--- src/rtl/ieee_pkg.sv ---
// Shared IEEE-754 single-precision constants, FSM state type and a field packer
// for the multiplier arbiter slice.
package ieee_pkg;

    localparam int FP_W     = 32;
    localparam int SIGN_W   = 1;
    localparam int EXP_W    = 8;
    localparam int MAN_W    = 23;
    localparam int EXP_BIAS = 127;

    typedef enum logic [1:0] {
        IDLE = 2'd0,
        MUL  = 2'd1,
        RESP = 2'd2
    } state_t;

    function automatic logic [FP_W-1:0] fp_pack(
        input logic [SIGN_W-1:0] sign,
        input logic [EXP_W-1:0]  expo,
        input logic [MAN_W-1:0]  man
    );
        return {sign, expo, man};
    endfunction

endpackage

--- src/rtl/ieee_mul.sv ---
// Combinational IEEE-754 single-precision multiplier: round-to-nearest-even,
// subnormal inputs and results flushed to signed zero, quiet NaN on invalid.
module ieee_mul
    import ieee_pkg::*;
(
    input  logic [FP_W-1:0] a,
    input  logic [FP_W-1:0] b,
    output logic [FP_W-1:0] p
);

    localparam logic [FP_W-1:0] QNAN = 32'h7FC0_0000;

    logic                 sign_s;
    logic [EXP_W-1:0]     ea_s;
    logic [EXP_W-1:0]     eb_s;
    logic [MAN_W-1:0]     ma_s;
    logic [MAN_W-1:0]     mb_s;
    logic                 a_zero_s;
    logic                 b_zero_s;
    logic                 a_inf_s;
    logic                 b_inf_s;
    logic                 a_nan_s;
    logic                 b_nan_s;
    logic [47:0]          prod_s;
    logic                 norm_s;
    logic [MAN_W-1:0]     man_s;
    logic                 guard_s;
    logic                 sticky_s;
    logic [MAN_W:0]       man_rnd_s;
    logic [10:0]          exp_s;

    // Field decode, significand product, rounding and special-case selection
    always_comb begin
        sign_s   = a[FP_W-1] ^ b[FP_W-1];
        ea_s     = a[FP_W-2 -: EXP_W];
        eb_s     = b[FP_W-2 -: EXP_W];
        ma_s     = a[MAN_W-1:0];
        mb_s     = b[MAN_W-1:0];
        a_zero_s = (ea_s == 8'h00);
        b_zero_s = (eb_s == 8'h00);
        a_inf_s  = (ea_s == 8'hFF) && (ma_s == 23'd0);
        b_inf_s  = (eb_s == 8'hFF) && (mb_s == 23'd0);
        a_nan_s  = (ea_s == 8'hFF) && (ma_s != 23'd0);
        b_nan_s  = (eb_s == 8'hFF) && (mb_s != 23'd0);

        prod_s = 48'({1'b1, ma_s}) * 48'({1'b1, mb_s});
        norm_s = prod_s[47];
        // Product lies in [1,4): a set top bit means one extra exponent step
        if (norm_s) begin
            man_s    = prod_s[46:24];
            guard_s  = prod_s[23];
            sticky_s = |prod_s[22:0];
        end else begin
            man_s    = prod_s[45:23];
            guard_s  = prod_s[22];
            sticky_s = |prod_s[21:0];
        end
        man_rnd_s = {1'b0, man_s} + {{MAN_W{1'b0}}, guard_s & (sticky_s | man_s[0])};
        exp_s     = {3'b000, ea_s} + {3'b000, eb_s} + {10'd0, norm_s}
                  + {10'd0, man_rnd_s[MAN_W]} - 11'(EXP_BIAS);

        if (a_nan_s || b_nan_s || (a_inf_s && b_zero_s) || (b_inf_s && a_zero_s)) begin
            p = QNAN;
        end else if (a_inf_s || b_inf_s) begin
            p = fp_pack(sign_s, 8'hFF, 23'd0);
        end else if (a_zero_s || b_zero_s) begin
            p = fp_pack(sign_s, 8'h00, 23'd0);
        end else if (exp_s[10] || (exp_s == 11'd0)) begin
            p = fp_pack(sign_s, 8'h00, 23'd0);
        end else if (exp_s >= 11'd255) begin
            p = fp_pack(sign_s, 8'hFF, 23'd0);
        end else begin
            p = fp_pack(sign_s, exp_s[7:0], man_rnd_s[MAN_W-1:0]);
        end
    end

endmodule

--- src/rtl/rr_arbiter.sv ---
// Round-robin grant: first set request at or above ptr, wrapping modulo NREQ.
module rr_arbiter #(
    parameter int NREQ = 4
) (
    input  logic [NREQ-1:0]         req,
    input  logic [$clog2(NREQ)-1:0] ptr,
    output logic [NREQ-1:0]         gnt
);

    localparam int IDW = $clog2(NREQ);
    localparam logic [IDW:0] NREQ_V = NREQ[IDW:0];

    logic [IDW:0]   sum_s;
    logic [IDW-1:0] idx_s;
    logic           found_s;

    // Scan from ptr upward; the extra sum bit keeps the wrap subtraction exact
    always_comb begin
        gnt     = '0;
        found_s = 1'b0;
        sum_s   = '0;
        idx_s   = '0;
        for (int k = 0; k < NREQ; k++) begin
            sum_s = {1'b0, ptr} + (IDW+1)'(k);
            if (sum_s >= NREQ_V) begin
                sum_s = sum_s - NREQ_V;
            end else begin
                sum_s = sum_s;
            end
            idx_s = sum_s[IDW-1:0];
            if (!found_s && req[idx_s]) begin
                gnt[idx_s] = 1'b1;
                found_s    = 1'b1;
            end else begin
                found_s = found_s;
            end
        end
    end

endmodule

--- src/rtl/ieee_mul_arbiter.sv ---
// Shares one combinational IEEE-754 multiplier among NREQ requesters with a
// round-robin IDLE -> MUL -> RESP pipeline, one operation in flight at a time.
module ieee_mul_arbiter #(
    parameter int NREQ = 4,
    parameter int FP_W = ieee_pkg::FP_W
) (
    input  logic                     clk,
    input  logic                     rst,
    input  logic [NREQ-1:0]          req_valid,
    output logic [NREQ-1:0]          req_ready,
    input  logic [NREQ*FP_W-1:0]     req_a,
    input  logic [NREQ*FP_W-1:0]     req_b,
    output logic                     rsp_valid,
    input  logic                     rsp_ready,
    output logic [FP_W-1:0]          rsp_data,
    output logic [$clog2(NREQ)-1:0]  rsp_id,
    output logic                     busy
);

    import ieee_pkg::state_t;
    import ieee_pkg::IDLE;
    import ieee_pkg::MUL;
    import ieee_pkg::RESP;

    localparam int IDW = $clog2(NREQ);
    localparam logic [IDW:0] NREQ_V = NREQ[IDW:0];

    state_t          state_r;
    logic [IDW-1:0]  rr_ptr_r;
    logic [FP_W-1:0] op_a_r;
    logic [FP_W-1:0] op_b_r;
    logic [NREQ-1:0] gnt_s;
    logic [IDW-1:0]  gnt_idx_s;
    logic [FP_W-1:0] sel_a_s;
    logic [FP_W-1:0] sel_b_s;
    logic [FP_W-1:0] mul_out_s;
    logic [IDW:0]    ptr_inc_s;
    logic [IDW-1:0]  ptr_next_s;

    rr_arbiter #(.NREQ(NREQ)) u_rr_arbiter (
        .req (req_valid),
        .ptr (rr_ptr_r),
        .gnt (gnt_s)
    );

    ieee_mul u_ieee_mul (
        .a (op_a_r),
        .b (op_b_r),
        .p (mul_out_s)
    );

    // Grant is only exposed in IDLE and out of reset
    always_comb begin
        if ((state_r == IDLE) && !rst) begin
            req_ready = gnt_s;
        end else begin
            req_ready = '0;
        end
    end

    // One-hot grant to winner index and its operand slices
    always_comb begin
        gnt_idx_s = '0;
        sel_a_s   = '0;
        sel_b_s   = '0;
        for (int i = 0; i < NREQ; i++) begin
            if (gnt_s[i]) begin
                gnt_idx_s = IDW'(i);
                sel_a_s   = req_a[i*FP_W +: FP_W];
                sel_b_s   = req_b[i*FP_W +: FP_W];
            end else begin
                gnt_idx_s = gnt_idx_s;
            end
        end
    end

    // Pointer after a completed response: owner + 1, wrapping to 0
    always_comb begin
        ptr_inc_s = {1'b0, rsp_id} + {{IDW{1'b0}}, 1'b1};
        if (ptr_inc_s == NREQ_V) begin
            ptr_next_s = '0;
        end else begin
            ptr_next_s = ptr_inc_s[IDW-1:0];
        end
    end

    // Operation FSM with registered response, owner id and busy flag
    always_ff @(posedge clk or posedge rst) begin
        if (rst) begin
            state_r   <= IDLE;
            rr_ptr_r  <= '0;
            op_a_r    <= '0;
            op_b_r    <= '0;
            rsp_data  <= '0;
            rsp_id    <= '0;
            rsp_valid <= 1'b0;
            busy      <= 1'b0;
        end else begin
            case (state_r)
                IDLE: begin
                    if (|gnt_s) begin
                        op_a_r  <= sel_a_s;
                        op_b_r  <= sel_b_s;
                        rsp_id  <= gnt_idx_s;
                        busy    <= 1'b1;
                        state_r <= MUL;
                    end else begin
                        state_r <= IDLE;
                    end
                end
                MUL: begin
                    rsp_data  <= mul_out_s;
                    rsp_valid <= 1'b1;
                    state_r   <= RESP;
                end
                RESP: begin
                    if (rsp_ready) begin
                        rsp_valid <= 1'b0;
                        busy      <= 1'b0;
                        rr_ptr_r  <= ptr_next_s;
                        state_r   <= IDLE;
                    end else begin
                        state_r <= RESP;
                    end
                end
                default: begin
                    rsp_valid <= 1'b0;
                    busy      <= 1'b0;
                    state_r   <= IDLE;
                end
            endcase
        end
    end

endmodule

--- config.mk ---
export PLATFORM = sky130hd
export DESIGN_NAME = ieee_mul_arbiter
export DESIGN_NICKNAME = d
export VERILOG_FILES = /design/src/rtl/ieee_pkg.sv /design/src/rtl/ieee_mul.sv /design/src/rtl/rr_arbiter.sv /design/src/rtl/ieee_mul_arbiter.sv
export SDC_FILE = /design/constraint.sdc
export NUM_CORES = 2
export LEC_CHECK = 0
export CORE_MARGIN = 8
export CORE_UTILIZATION = 60
export DETAILED_ROUTE_END_ITERATION = 7
export GPL_TIMING_DRIVEN = 0
export PLACE_DENSITY = 0.82
export SYNTH_ARGS = -nofsm -noshare
export SYNTH_HDL_FRONTEND = slang
export SYNTH_SLANG_ARGS = --single-unit
--- constraint.sdc ---
create_clock -name clk -period 14.4 [get_ports clk]
set_input_delay 2.88 -clock clk [delete_from_list [all_inputs] [get_ports clk]]
set_output_delay 2.88 -clock clk [all_outputs]
set_load 0.1 [all_outputs]
==> metrics.md <==
| Metric | Value |
|---|---|
| FF/Latch Area | `2600 sq um` |
| Class of the most critical setup path | `flip-flop to flip-flop` |
| Yosys warns | `0` |
| Worst Path Arrival | `13.65 ns` |
| Wl on met1 | `36900 microns` |
| Final nets | `4487` |
| DP Area | `30800 sq um` |
| Area leader, netlist | `fa_1` |
| Highest metal used | `met5` |
| CTS clock-pin slew for the worst setup and hold paths | `about 0.07 ns` |
| Seq/Total Area, Yosys | `9.63%` |
| Number of synthesized flops with an enable pin | `0` |
| Cell Rows | `77` |
| Dpl cells | `a little over 4000` |
| Drt pass-1 iters | `6` |
| Slew @ Worst Pin | `1.38 ns` |
| Final period utilization | `~93%` |
| Multi-input logic area | `approximately 21000 sq um` |
| CP max FO | `10` |
| Syn Std Cell Area | `27000 sq um` |
| Crit path launch type | `flip-flop` |
| Routed len/inst | `25.0 microns` |
| Yosys top cell area share | `35.9%` |
| Clock sinks | `between 100 and 150` |
| GRT Overall Usage | `39.8%` |
| Starting Density | `about 60%` |
| Grt total ovfl | `0` |
| Num CTS Buffers | `9` |
| Status | `complete, no violations` |
| CTS H-Tree Depth | `3` |
| Fraction of registers with async set/reset | `100%` |
| Met2 wire length | `46200 microns` |
| Fin crit period | `~13 ns` |
| Clock Tree Buf Depth | `2` |
| WL met3 | `12900 microns` |
| FILL cells | `3544` |
| CP max stage delay | `1.09 ns` |
| Share of layout cells above drive strength 1 | `1.55%` |
| IO Port Bufs | `302` |
| Hold Fails Final Rpt | `0` |
| Fin area | `31100 sq um` |
| CTS Root Cell | `clkbuf_16` |
| Via count | `25700` |
| Synth top cells by count | `inv_1, fa_1, nand2_1` |
| Top-count cell post-synth | `inv_1` |
| Slew margin rel. | `7.64%` |
| Cell Count, Final, Fillers Out | `between 4000 and 5000` |
| # IOs | `~300` |
| Via-to-Cell Ratio | `6.20` |
| DRC | `0` |
| Post-CTS sizing | `0` |
| Clock latency on the worst-skew pair | `0.38 ns` |
| Worst path most repeated cell | `fa_1` |
| Cell class contributing the biggest share of worst-path delay | `adder cells` |
| Die footprint | `52100 sq um` |
| First-pass GRT wire length | `~160000 microns` |
| Die width | `~230 microns` |
| Area contributors post-synth | `fa_1, dfrtp_1, ha_1` |
| Initial antenna violation count | `2` |
| Post-DP HPWL | `87200 microns` |
| Vias in the first global route | `about 27000` |
| Setup TNS | `0 ns` |
| Area Growth Syn to Fin | `15.1%` |
| Largest net degree at the start of global routing | `77` |
| Unrepaired setup endpoints after global routing | `no` |
| Max Slew Vio Count | `0` |
| TritonCTS clock tree | `yes` |
| CP bufs+invs | `8` |
| Critical Path RT | `14.72 ns` |
| Iter 0 DRT Violations | `2755` |
| Max-Cap Viols | `0` |
| Post-CTS setup repair buffer count | `0` |
| Worst setup EP type | `flip-flop` |
| Crit path max-delay cell type | `a311oi_1` |
| Fmax | `about 75 MHz` |
| Layout Skew | `0.0126 ns` |
| Core area | `44300 sq um` |
| Die extent in y | `228 microns` |
| Post-synth cell types | `85` |
| Post-synth top flop | `dfrtp_1` |
| GPL Wtd Cong | `1.04` |
| DRT antenna net count | `0` |
| Mapped Cells | `approximately 3200` |
| Synth Net Count | `4173` |
| Final wirelength | `104000 microns` |
| Cts hold-fix bufs | `0` |
| Final setup vio count | `0` |
| Syn avg cell area | `~8.4 sq um` |
| Hold/Removal Path Class | `flip-flop to flip-flop` |
| Seq cells post-synth | `104` |
[tightest hold or removal path: stages, from the launching register on]
cell     delay (ns)
dfrtp_1        0.34
nand2_1        0.05
o21ai_0        0.06
[cells by family (layout without fill, tap and decap cells)]
family                     count (synthesis)  after routing  share of synthesized area [%]
other                                      0              2                              0
buffers and inverters                    789           1108                           11.1
adders and majority gates                677            677                           44.8
DFF                                      104            104                           9.63
xor gates and xnor gates                  56             56                           1.81
muxes                                     15             15                          0.667
and+or+nand+nor                         1045           1045                           18.6
AOI/OAI and AO/OA                        547            547                           13.4
[cell usage in the layout, fill, tap and decap left out, types with 8 or more instances in the layout]
cell type / count
a21oi_1: 200
xor2_1: 25
buf_2: 11
o21a_1: 10
and2_1: 250
o21ai_0: 52
o22ai_1: 8
and3_1: 11
nor2b_1: 9
o211ai_1: 11
clkbuf_16: 9
clkbuf_1: 166
and4_1: 12
nand2_1: 362
nor4_1: 24
mux2i_1: 9
dfrtp_1: 104
a21o_1: 18
nand2b_1: 12
a211oi_1: 75
xnor2_1: 31
nor3_1: 31
clkdlybuf4s50_1: 302
a22oi_1: 66
nand3_1: 22
inv_1: 599
nor2_1: 248
ha_1: 193
fa_1: 484
nand4_1: 24
a31oi_1: 8
[final cells by class]
cell class                 instances  area share, %
multi-input combinational       2340           68.9
buffer                           186           2.36
clock buffer                      10          0.736
timing repair buffer             303           9.81
antenna                            2         0.0161
sequential                       104           8.37
clock inverter                     6          0.161
inverter                         603           7.28
tap                              592           2.38
[sequential cells by signal, indices dropped and copies added, names as in the netlist]
signal and count:
rr_ptr_r 2, op_b_r 32, rsp_data 32, op_a_r 32, busy 1, rsp_id 2, state_r 2, rsp_valid 1
[stage by stage]
stage	hold WS, ns	setup slack (ns)	util [%]
after global placement	0.467	1.74	69.5
after global routing	0.514	0.479	70.2
after detailed placement	0.474	1.67	69.5
final	0.490	1.07	70.2
after CTS	0.491	1.58	70.2
after floorplan	0.516	4.22	-
[final timing paths]
path | startpoint | to | slack [ns] | cells past startpoint
setup / recovery | op_b_r[5]$_DFFE_PP0P_ | rsp_data[16]$_DFFE_PP0P_ | 1.07 | 37
hold / removal | rsp_data[13]$_DFFE_PP0P_ | rsp_data[13]$_DFFE_PP0P_ | 0.49 | 2
setup reg to reg | op_b_r[5]$_DFFE_PP0P_ | rsp_data[16]$_DFFE_PP0P_ | 1.07 | 37
hold reg to reg | rsp_data[13]$_DFFE_PP0P_ | rsp_data[13]$_DFFE_PP0P_ | 0.49 | 2
max in group asynchronous | rst | op_b_r[4]$_DFFE_PP0P_ | 10.85 | 3
min in group asynchronous | rst | rsp_data[26]$_DFFE_PP0P_ | 2.84 | 2
[routing by layer]
layer  vias up  global-route usage [%]
met1     12600                    47.8
met4         2                    25.0
met3       430                    12.2
met5         -                       0
li1      10900                       -
met2      1791                    62.2
Power is not shown: default switching activity piles up to over one toggle a cycle in this logic, so the estimate is an artifact.
